<file path="src/rtl/loader_pkg.sv">
// Shared types and helpers for the UART program loader.
package loader_pkg;

  // Frame-level loader states.
  typedef enum logic [2:0] {
    IDLE,
    CNT,
    DATA,
    CSUM,
    RUN,
    ERROR
  } loader_state_t;

  // Byte-level receiver states.
  typedef enum logic [1:0] {
    RX_IDLE,
    RX_START,
    RX_DATA,
    RX_STOP
  } rx_state_t;

  localparam logic [7:0] SYNC_BYTE = 8'hA5;

  // Clock cycles per UART bit (integer division).
  function automatic int bit_cycles(input int clk_freq, input int baud);
    return clk_freq / baud;
  endfunction

endpackage

</file>
<file path="src/rtl/rom_uart_loader_uart_rx.sv">
// 8N1 UART receiver: 2-flop synchronizer, start re-check at half bit,
// then one sample per bit period; emits a 1-cycle rx_valid with data and
// a framing-error flag (stop bit sampled low).
module uart_rx
  import loader_pkg::*;
#(
  parameter int CLK_FREQ = 50_000_000,
  parameter int BAUD     = 115200
) (
  input  logic       clk,
  input  logic       rstn,
  input  logic       rx,
  output logic       rx_valid,
  output logic [7:0] rx_data,
  output logic       rx_ferr,
  output rx_state_t  dbg_state
);

  localparam int BIT  = bit_cycles(CLK_FREQ, BAUD);
  localparam int HALF = BIT / 2;

  rx_state_t   state_q, state_d;
  logic        sync1_q, sync2_q, prev_q;
  logic [15:0] cnt_q, cnt_d;
  logic [2:0]  bit_q, bit_d;
  logic [7:0]  data_q, data_d;
  logic        valid_q, valid_d;
  logic        ferr_q, ferr_d;

  // Synchronizer, edge-history flop and FSM registers; line idles high.
  always_ff @(posedge clk or negedge rstn) begin
    if (!rstn) begin
      sync1_q <= 1'b1;
      sync2_q <= 1'b1;
      prev_q  <= 1'b1;
      state_q <= RX_IDLE;
      cnt_q   <= '0;
      bit_q   <= '0;
      data_q  <= '0;
      valid_q <= 1'b0;
      ferr_q  <= 1'b0;
    end else begin
      sync1_q <= rx;
      sync2_q <= sync1_q;
      prev_q  <= sync2_q;
      state_q <= state_d;
      cnt_q   <= cnt_d;
      bit_q   <= bit_d;
      data_q  <= data_d;
      valid_q <= valid_d;
      ferr_q  <= ferr_d;
    end
  end

  // Bit timing and sampling decisions.
  always_comb begin
    state_d = state_q;
    cnt_d   = cnt_q;
    bit_d   = bit_q;
    data_d  = data_q;
    valid_d = 1'b0;
    ferr_d  = ferr_q;
    unique case (state_q)
      RX_IDLE: begin
        if (prev_q && !sync2_q) begin
          state_d = RX_START;
          cnt_d   = '0;
        end
      end
      RX_START: begin
        if (cnt_q == 16'(HALF - 1)) begin
          cnt_d = '0;
          bit_d = '0;
          // A line back high by mid-start was a glitch, not a byte.
          state_d = sync2_q ? RX_IDLE : RX_DATA;
        end else begin
          cnt_d = cnt_q + 16'd1;
        end
      end
      RX_DATA: begin
        if (cnt_q == 16'(BIT - 1)) begin
          cnt_d  = '0;
          data_d = {sync2_q, data_q[7:1]};
          bit_d  = bit_q + 3'd1;
          if (bit_q == 3'd7) state_d = RX_STOP;
        end else begin
          cnt_d = cnt_q + 16'd1;
        end
      end
      RX_STOP: begin
        if (cnt_q == 16'(BIT - 1)) begin
          cnt_d   = '0;
          valid_d = 1'b1;
          ferr_d  = !sync2_q;
          state_d = RX_IDLE;
        end else begin
          cnt_d = cnt_q + 16'd1;
        end
      end
      default: state_d = RX_IDLE;
    endcase
  end

  assign rx_valid  = valid_q;
  assign rx_data   = data_q;
  assign rx_ferr   = ferr_q;
  assign dbg_state = state_q;

endmodule

</file>
<file path="src/rtl/rom_uart_loader.sv">
// Loads the instruction ROM from a UART frame (sync, count, words,
// checksum) and holds the core in reset until a good image is written.
// rom_we is a one-cycle strobe; address/data are held after it.
module rom_uart_loader
  import loader_pkg::*;
#(
  parameter int CLK_FREQ = 50_000_000,
  parameter int BAUD     = 115200,
  parameter int ADDR_W   = 12
) (
  input  logic              clk,
  input  logic              rstn,
  input  logic              uart_rx,
  output logic              rom_we,
  output logic [ADDR_W-1:0] rom_waddr,
  output logic [31:0]       rom_wdata,
  output logic              core_rstn,
  output logic              load_done,
  output logic              load_err,
  output loader_state_t     dbg_state,
  output rx_state_t         dbg_rx_state
);

  localparam int CAP = 2 ** (ADDR_W - 2);  // capacity in words
  localparam int WI  = ADDR_W - 1;         // word index width, holds CAP

  logic       rx_valid, rx_ferr;
  logic [7:0] rx_data;

  uart_rx #(.CLK_FREQ(CLK_FREQ), .BAUD(BAUD)) u_rx (
    .clk       (clk),
    .rstn      (rstn),
    .rx        (uart_rx),
    .rx_valid  (rx_valid),
    .rx_data   (rx_data),
    .rx_ferr   (rx_ferr),
    .dbg_state (dbg_rx_state)
  );

  loader_state_t     state_q, state_d;
  logic [1:0]        byte_cnt_q, byte_cnt_d;
  logic [WI-1:0]     word_idx_q, word_idx_d;
  logic [WI-1:0]     count_q, count_d;
  logic [31:0]       shift_q, shift_d;
  logic [7:0]        csum_q, csum_d;
  logic              rom_we_q, rom_we_d;
  logic [ADDR_W-1:0] waddr_q, waddr_d;
  logic [31:0]       wdata_q, wdata_d;
  logic              core_rstn_q, core_rstn_d;
  logic              done_q, done_d;
  logic              err_q, err_d;

  logic [31:0]   assembled;
  logic [WI+1:0] addr_full;
  logic [WI-1:0] word_next;
  logic          is_sync;

  assign assembled = {rx_data, shift_q[31:8]};  // little-endian assembly
  assign addr_full = {word_idx_q, 2'b00};
  assign word_next = word_idx_q + WI'(1);
  assign is_sync   = rx_valid && !rx_ferr && (rx_data == SYNC_BYTE);

  // Frame FSM and datapath registers.
  always_ff @(posedge clk or negedge rstn) begin
    if (!rstn) begin
      state_q     <= IDLE;
      byte_cnt_q  <= '0;
      word_idx_q  <= '0;
      count_q     <= '0;
      shift_q     <= '0;
      csum_q      <= '0;
      rom_we_q    <= 1'b0;
      waddr_q     <= '0;
      wdata_q     <= '0;
      core_rstn_q <= 1'b0;
      done_q      <= 1'b0;
      err_q       <= 1'b0;
    end else begin
      state_q     <= state_d;
      byte_cnt_q  <= byte_cnt_d;
      word_idx_q  <= word_idx_d;
      count_q     <= count_d;
      shift_q     <= shift_d;
      csum_q      <= csum_d;
      rom_we_q    <= rom_we_d;
      waddr_q     <= waddr_d;
      wdata_q     <= wdata_d;
      core_rstn_q <= core_rstn_d;
      done_q      <= done_d;
      err_q       <= err_d;
    end
  end

  // Next-state: byte-driven frame parsing, ROM strobe and status flags.
  always_comb begin
    state_d     = state_q;
    byte_cnt_d  = byte_cnt_q;
    word_idx_d  = word_idx_q;
    count_d     = count_q;
    shift_d     = shift_q;
    csum_d      = csum_q;
    rom_we_d    = 1'b0;
    waddr_d     = waddr_q;
    wdata_d     = wdata_q;
    core_rstn_d = core_rstn_q;
    done_d      = done_q;
    err_d       = err_q;
    unique case (state_q)
      IDLE, RUN, ERROR: begin
        // Framing errors and non-sync bytes are ignored here.
        if (is_sync) begin
          state_d     = CNT;
          byte_cnt_d  = '0;
          word_idx_d  = '0;
          csum_d      = '0;
          err_d       = 1'b0;
          done_d      = 1'b0;
          core_rstn_d = 1'b0;
        end
      end
      CNT: begin
        if (rx_valid) begin
          if (rx_ferr) begin
            state_d = ERROR;
            err_d   = 1'b1;
          end else begin
            shift_d    = assembled;
            byte_cnt_d = byte_cnt_q + 2'd1;
            if (byte_cnt_q == 2'd3) begin
              count_d = assembled[WI-1:0];
              if (assembled > 32'(CAP)) begin
                state_d = ERROR;
                err_d   = 1'b1;
              end else if (assembled == 32'd0) begin
                state_d = CSUM;
              end else begin
                state_d = DATA;
              end
            end
          end
        end
      end
      DATA: begin
        if (rx_valid) begin
          if (rx_ferr) begin
            state_d = ERROR;
            err_d   = 1'b1;
          end else begin
            shift_d    = assembled;
            csum_d     = csum_q + rx_data;
            byte_cnt_d = byte_cnt_q + 2'd1;
            if (byte_cnt_q == 2'd3) begin
              rom_we_d   = 1'b1;
              waddr_d    = addr_full[ADDR_W-1:0];
              wdata_d    = assembled;
              word_idx_d = word_next;
              if (word_next == count_q) state_d = CSUM;
            end
          end
        end
      end
      CSUM: begin
        if (rx_valid) begin
          if (rx_ferr || (rx_data != csum_q)) begin
            state_d = ERROR;
            err_d   = 1'b1;
          end else begin
            state_d     = RUN;
            done_d      = 1'b1;
            core_rstn_d = 1'b1;
          end
        end
      end
      default: state_d = IDLE;
    endcase
  end

  assign rom_we    = rom_we_q;
  assign rom_waddr = waddr_q;
  assign rom_wdata = wdata_q;
  assign core_rstn = core_rstn_q;
  assign load_done = done_q;
  assign load_err  = err_q;
  assign dbg_state = state_q;

endmodule

</file>
<file path="config.mk">
export PLATFORM = sky130hd
export DESIGN_NAME = rom_uart_loader
export DESIGN_NICKNAME = d
export VERILOG_FILES = /design/src/rtl/loader_pkg.sv /design/src/rtl/rom_uart_loader_uart_rx.sv /design/src/rtl/rom_uart_loader.sv
export SDC_FILE = /design/constraint.sdc
export NUM_CORES = 1
export LEC_CHECK = 0
export CAP_MARGIN = 20
export CORE_MARGIN = 1.5
export CORE_UTILIZATION = 55
export CTS_BUF_LIST = sky130_fd_sc_hd__clkbuf_4
export DETAILED_ROUTE_END_ITERATION = 10
export DONT_BUFFER_PORTS = 1
export PLACE_DENSITY = 0.82
export SLEW_MARGIN = 10
export SYNTH_ARGS = -nofsm -noshare
export SYNTH_HDL_FRONTEND = slang
export SYNTH_SLANG_ARGS = --single-unit
</file>
<file path="constraint.sdc">
create_clock -name clk -period 2.33 [get_ports clk]
set_clock_uncertainty 0.15 [all_clocks]
set_input_delay 0.233 -clock clk [delete_from_list [all_inputs] [get_ports clk]]
set_output_delay 0.233 -clock clk [all_outputs]
set_load 0.01 [all_outputs]
</file>
==> results of run 1 <==
==> layout make-up <==
class                   count  area [um2]
fillers                   873        4090
flip-flops and latches    138        3460
multi-input cells         470        2990
repair buffers             55         448
clock inverters            15         186
well taps                 143         179
clock buffers              17         128
inverters                  22        82.6
==> cells in the mapped netlist, drive strengths merged (3+ instances only) <==
| library cell | number | share of area [%] |
|---|---|---|
| o31ai | 8 | 0.91 |
| dfstp | 3 | 1.2 |
| inv | 22 | 1.3 |
| xnor2 | 21 | 2.8 |
| nor2b | 4 | 0.38 |
| a31oi | 3 | 0.29 |
| nand4 | 7 | 0.67 |
| and2 | 4 | 0.38 |
| o21ai | 30 | 2.3 |
| and3 | 6 | 0.57 |
| a21o | 3 | 0.34 |
| a22o | 8 | 1.1 |
| dfrtp | 135 | 51 |
| a21oi | 17 | 1.3 |
| or4 | 7 | 0.91 |
| nor2 | 48 | 2.8 |
| nand3 | 11 | 0.84 |
| ha | 19 | 3.6 |
| nor3 | 8 | 0.61 |
| xor2 | 10 | 1.3 |
| or3 | 3 | 0.29 |
| buf | 11 | 0.95 |
| o211ai | 4 | 0.46 |
| mux2 | 44 | 7.5 |
| clkbuf | 18 | 1.0 |
| mux2i | 4 | 0.61 |
| nand2 | 163 | 9.3 |
| nor4 | 10 | 1.4 |
==> worst max-delay path, stage by stage, from the launching register on <==
cell	delay, ns
dfrtp_1	0.40
or4_4	0.55
or4_4	0.56
nor4_4	0.20
nor2_2	0.07
nand2_1	0.09
mux2_4	0.30
==> through the flow <==
stage | power [mW] | cell area (um2) | hold WS [ns] | setup TNS (ns)
after floorplan | 2.80 | 6580 | -0.213 | 0
after global routing | 4.86 | 7480 | -0.872 | -0.258
after global placement | 2.92 | 7010 | -0.210 | -0.0371
after detailed placement | 2.95 | 7010 | -0.210 | -0.151
final | 4.66 | 7480 | -0.816 | -0.0724
after CTS | 4.69 | 7380 | -0.848 | -0.0533
==> how the worst max path moves through the flow <==
stage                     cells past startpoint        start       end  slack [ns]
after global routing                          6  shift_q[21]  load_err       -0.14
after floorplan                               6  shift_q[21]  load_err        0.02
after detailed placement                      6  shift_q[21]  load_err       -0.08
after CTS                                     6  shift_q[21]  load_err       -0.05
final                                         6  shift_q[21]  load_err       -0.07
after global placement                        6  shift_q[21]  load_err       -0.04
==> cells by family (layout without fill, tap and decap cells) <==
kind of cell,after synthesis,after routing,synth area share [%]
flops,138,138,52.6
compound gates,88,88,8.64
simple gates,281,281,19.3
other cells,1,2,0.0570
mux,48,48,8.14
xor+xnor,31,31,4.13
fa+ha+maj,20,20,3.92
buf+inv,51,109,3.23
==> power groups by stage <==
stage	clock, mW	combinational, mW	sequential (mW)
after floorplan	0	0.283	2.52
after global placement	0	0.408	2.51
after detailed placement	0	0.437	2.51
after CTS	1.75	0.468	2.47
after global routing	1.85	0.539	2.47
final	1.71	0.489	2.46
==> per-layer routing <==
layer	vias up	GRT usage, %	wire length [um]
li1	2334	-	-
met1	2482	30.0	6080
met2	143	40.4	7420
met3	36	6.59	656
met4	0	10.1	358
met5	-	0	0
==> state kept, by name (all words and copies together), names as in the netlist, named ones only <==
register and flops:
rom_waddr 10, load_err 1, load_done 1, u_rx.sync2_q 1
shift_q 24, word_idx_q 11, u_rx.rx_data 8, u_rx.sync1_q 1
byte_cnt_q 2, count_q 11, rom_wdata 32, u_rx.prev_q 1
u_rx.rx_ferr 1, csum_q 8, u_rx.cnt_q 16, dbg_state 3
u_rx.bit_q 3, u_rx.rx_valid 1, u_rx.dbg_state 1, rom_we 1
==> repair_timing <==
| item | in CTS | in global routing |
|---|---|---|
| cloned | 0 | 1 |
| setup endpoints to repair | 10 | 33 |
| resized for setup | 6 | 16 |
| pin swaps | 1 | 1 |
| buffers inserted | 2 | 3 |
| hold buffers | 1 | 1 |
| hold endpoints to repair | 139 | 139 |
==> results.md, run 1 <==
* Hold Vio Cnt, Final at 138
* Netlist cell types at 55
* Post-route core utilization at 64.6%
* Worst min-delay path category: in2async
* Clock Latency Late Sink at 0.57 ns
* Port bufs at 0
* Fin crit share at 103%
* Synth Area per Inst at 10.0 um2
* Worst setup EP type: flop
* Logic pwr share at 10.5%
* Synth-to-Final Area Change at 13.7%
* CTS Buffer Depth at 2
* Seq/Total Area, Yosys at 52.6%
* Drt via density at 5.81
* Violated checks: DRC, hold timing, setup timing
* R2R cell count at 6
* RR Endpoint: load_err
* Clk pin slew, worst setup/hold paths at 0.13 ns
* Hold_ws at -0.816 ns
* Static Leak at 3.79 nW
* Initial Utilization at 56.9%
* Sw Ratio at 27.2%
* Clock Tree Root: clkbuf_4
* Die Wd at 112 um
* Status: finished, violations left
* Iter 0 DRT Violations at 326
* Synthesized area at 0.00658 mm2
* Number of instances in the placed design at 820
* Psw at 1.27 mW
* Sequential share of power at 52.9%
* CP Data Required Time at 2.64 ns
* Reg2Reg Setup Slack at -0.07 ns
* GPL Wtd Cong at 0.845
* Clk sinks at 138
* Number of remaining DRC errors at 4
* Minimum clock period at 2.40 ns
* Critical path class: reg2reg
* CTS tree: built
* Number of buffers created by CTS at 17
* R2R Path Start: shift_q[21]
* Clock H-tree levels at 4
* Core Region at 0.0116 mm2
* Ys Warns at 0
* Final setup margin at -0.0724 ns
* Yosys reg bits at 138
* Dpl ws at -0.0819 ns
* Power share of the clock group at 36.7%
* Crit start category: flop
* Gr usage total at 24.2%
* Layout cells sized above 1 at 22.0%
* First-pass DRT Iterations at 8
* Initial antenna violation count at 0
* Max Cap Viol at 0
* Commonest cells after routing, fill and taps aside: 162 x nand2_1, 134 x dfrtp_1, 48 x buf_4
* Mapped Cells at 658
* Crit path arrival time at 2.72 ns
* Vias at 4995
* Pwr dens at 624 mW/mm2
* Final setup vio count at 1
* Async set-or-reset flop fraction in the synthesized netlist at 100%
* Largest net degree at the start of global routing at 139
* Die Footprint at 0.0126 mm2
* Total grt overflow at 0
* Fmax at 0.416 GHz
* Critical-path maximum fanout at 2
* Int Pwr at 3.40 mW
* Diodes inserted at 0
* Number of global-route vias before repair at 4990
* Post-synth EDFFs at 0
* Final HPWL DP at 9650 um
* Chip height at 112 um
* Most common cell after layout, fill and taps aside: nand2_1
* Post-Layout Cell Count at 860
* Slew Viols, Final at 0
* Nets at 727
* Max IR drop VDD at 0.000615 V
* Drt wl/cell at 16.9 um
* Most common flop cell mapped by yosys: dfrtp_1
* Final ANT Viol Nets at 0
* Drt total wl at 14500 um
* Row cnt at 39
* I/O pin count at 56
* Unrepaired setup endpoints after global routing: true
* First-pass GRT wire length at 24100 um
Note: power is estimated with default switching activity, not from simulation.
==> run 2, diff against run 1 <==
--- a/config.mk
+++ b/config.mk
@@ -7,11 +7,12 @@
 export LEC_CHECK = 0
 export CAP_MARGIN = 20
 export CORE_MARGIN = 1.5
-export CORE_UTILIZATION = 55
+export CORE_UTILIZATION = 60
 export CTS_BUF_LIST = sky130_fd_sc_hd__clkbuf_4
 export DETAILED_ROUTE_END_ITERATION = 10
 export DONT_BUFFER_PORTS = 1
-export PLACE_DENSITY = 0.82
+export GPL_TIMING_DRIVEN = 0
+export PLACE_DENSITY_LB_ADDON = 0.12
 export SLEW_MARGIN = 10
 export SYNTH_ARGS = -nofsm -noshare
 export SYNTH_HDL_FRONTEND = slang
==> results.md, run 2 (synthesis gave the netlist of run 1 again) <==
* Max reg flops at 32 (unchanged)
* Crit start category: flop (unchanged)
* Final setup vio count at 2 (was 1)
* Minimum clock period at 2.41 ns (was 2.40 ns)
* Final setup margin at -0.0839 ns (was -0.0724 ns)
* Clock Tree Root: clkbuf_4 (unchanged)
* M2 GR Usage at 44.6% (was 40.4%)
* GR peak layer: met2 (unchanged)
* Grt met1 use at 33.9% (was 30.0%)
* Core Region at 0.0107 mm2 (was 0.0116 mm2)
* Synth-to-Final Area Change at 14.1% (was 13.7%)
* Layout cells sized above 1 at 24.2% (was 22.0%)
* Post-Layout Cell Count at 856 (was 860)
* Die Footprint at 0.0116 mm2 (was 0.0126 mm2)
* Rel. slew slack at 57.1%
* GR Layer Usage met3 at 5.81% (was 6.59%)
* Logic pwr share at 11.9% (was 10.5%)
* CP Data Required Time at 2.62 ns (was 2.64 ns)
* Psw at 1.23 mW (was 1.27 mW)
* Gr usage total at 26.8% (was 24.2%)
* GPL Wtd Cong at 0.889 (was 0.845)
* Fillers at 831 (was 873)
* Fmax at 0.414 GHz (was 0.416 GHz)
* Initial antenna violation count at 0 (unchanged)
* Hold_ws at -0.785 ns (was -0.816 ns)
* Clock Latency Late Sink at 0.55 ns (was 0.57 ns)
* Drt via density at 5.74 (was 5.81)
* Die Wd at 108 um (was 112 um)
* Diodes inserted at 0 (unchanged)
* Most common cell after layout, fill and taps aside: nand2_1 (unchanged)
* Crit path arrival time at 2.70 ns (was 2.72 ns)
* Nets at 726 (was 727)
* Worst setup EP type: flop (unchanged)
* Number of buffers created by CTS at 17 (unchanged)
* Number of global-route vias before repair at 4789 (was 4990)
* Max IR drop VDD at 0.000637 V (was 0.000615 V)
* Unrepaired setup endpoints after global routing: true (unchanged)
* Vias at 4917 (was 4995)
* Clk sinks at 138 (unchanged)
* I/O pin count at 56 (unchanged)
* Slew Viols, Final at 0 (unchanged)
* Pwr dens at 651 mW/mm2 (was 624 mW/mm2)
* Row cnt at 38 (was 39)
* Critical-path maximum fanout at 2 (unchanged)
* Iter 0 DRT Violations at 238 (was 326)
* Drt wl/cell at 17.0 um (was 16.9 um)
* Violated checks: hold timing, setup timing (was DRC, hold timing, setup timing)
* Static Leak at 3.76 nW (was 3.79 nW)
* CTS tree: built (unchanged)
* Design Power at 4.89 mW (was 4.66 mW)
* Largest net degree at the start of global routing at 139 (unchanged)
* Number of instances in the placed design at 799 (was 820)
* Initial Utilization at 61.2% (was 56.9%)
* CTS Hold Bufs at 1 (unchanged)
* Chip height at 108 um (was 112 um)
* Clk pin slew, worst setup/hold paths at 0.12 ns (was 0.13 ns)
* Setup TNS at -0.126 ns (was -0.0724 ns)
* First-pass DRT Iterations at 4 (was 8)
* Critical path class: reg2reg (unchanged)
* Sequential share of power at 50.8% (was 52.9%)
* Sw Ratio at 25.1% (was 27.2%)
* Status: finished, violations left (unchanged)
* Number of remaining DRC errors at 0 (was 4)
* Fin crit share at 104% (was 103%)
* Port bufs at 0 (unchanged)
* Int Pwr at 3.66 mW (was 3.40 mW)
* Clock H-tree levels at 4 (unchanged)
* Power share of the clock group at 37.3% (was 36.7%)
* Worst min-delay path category: in2async (unchanged)
* Total grt overflow at 0 (unchanged)
* Hold Vio Cnt, Final at 138 (unchanged)
* CTS Buffer Depth at 2 (unchanged)
* Final ANT Viol Nets at 0 (unchanged)
* First-pass GRT wire length at 23800 um (was 24100 um)
* Max Cap Viol at 0 (unchanged)
* Drt total wl at 14600 um (was 14500 um)
* Commonest cells after routing, fill and taps aside: 162 x nand2_1, 125 x dfrtp_1, 44 x nor2_1 (was 162 x nand2_1, 134 x dfrtp_1, 48 x buf_4)
* Final HPWL DP at 9400 um (was 9650 um)
* Worst-Margin Slew at 0.641 ns
==> run 2: layout make-up <==
type | count | area [um2] | area share (%)
Sequential cell | 138 | 3470 | 46.2
Multi-Input combinational cell | 471 | 3060 | 40.8
Timing Repair Buffer | 29 | 235 | 3.13
Clock inverter | 14 | 201 | 2.68
Tap cell | 140 | 175 | 2.33
Buffer | 24 | 141 | 1.88
Clock buffer | 18 | 135 | 1.80
Inverter | 22 | 85.1 | 1.13
==> run 2: per-layer routing <==
layer / part of all wire, % / vias up
li1: - / 2339
met1: 43 / 2456
met5: 0 / -
met4: 2.0 / 0
met3: 3.5 / 22
met2: 52 / 100
==> run 2: worst max-delay path, cell delays in order, from the launching register on <==
cell and delay (ns):
dfrtp_1 0.40, or4_4 0.55, or4_4 0.55, nor4_4 0.17, nor2_1 0.09, nand2_1 0.09, mux2_4 0.30
==> run 2: worst paths after layout <==
kind | startpoint | to | slack (ns) | cells past startpoint
max in group asynchronous | rstn | u_rx.sync2_q | 2.44 | 0
min in group clk | uart_rx | u_rx.sync1_q | 0.09 | 1
min reg2reg | u_rx.sync1_q | u_rx.sync2_q | 0.21 | 0
min | rstn | rom_waddr[9] | -0.78 | 0
max | shift_q[21] | load_err | -0.08 | 6
max reg2reg | shift_q[21] | load_err | -0.08 | 6
==> run 2: timing repair <==
action	in CTS	in global routing
endpoints found under the setup margin	112	52
cloned	1	2
gates resized for setup	32	59
endpoints found under the hold margin	139	138
setup buffers	13	13
pin swaps	5	11
==> run 2: metrics by stage <==
step / instance area, um2 / hold WS [ns] / util (%) / setup WS, ns
final: 7500 / -0.785 / 69.8 / -0.0839
after global routing: 7500 / -0.847 / 69.8 / -0.199
after CTS: 7270 / -0.842 / 67.7 / -0.0961
after detailed placement: 6760 / -0.210 / 62.9 / -0.413
after global placement: 6760 / -0.210 / 62.9 / -0.348
after floorplan: 6580 / -0.213 / - / 0.0248
==> run 2: power groups by stage <==
stage / Combinational, mW / Clock, mW / Sequential (mW)
floorplan: 0.283 / 0 / 2.52
global placement: 0.341 / 0 / 2.53
detailed placement: 0.357 / 0 / 2.53
CTS: 0.525 / 1.87 / 2.48
global route: 0.638 / 1.99 / 2.49
finish: 0.582 / 1.82 / 2.48
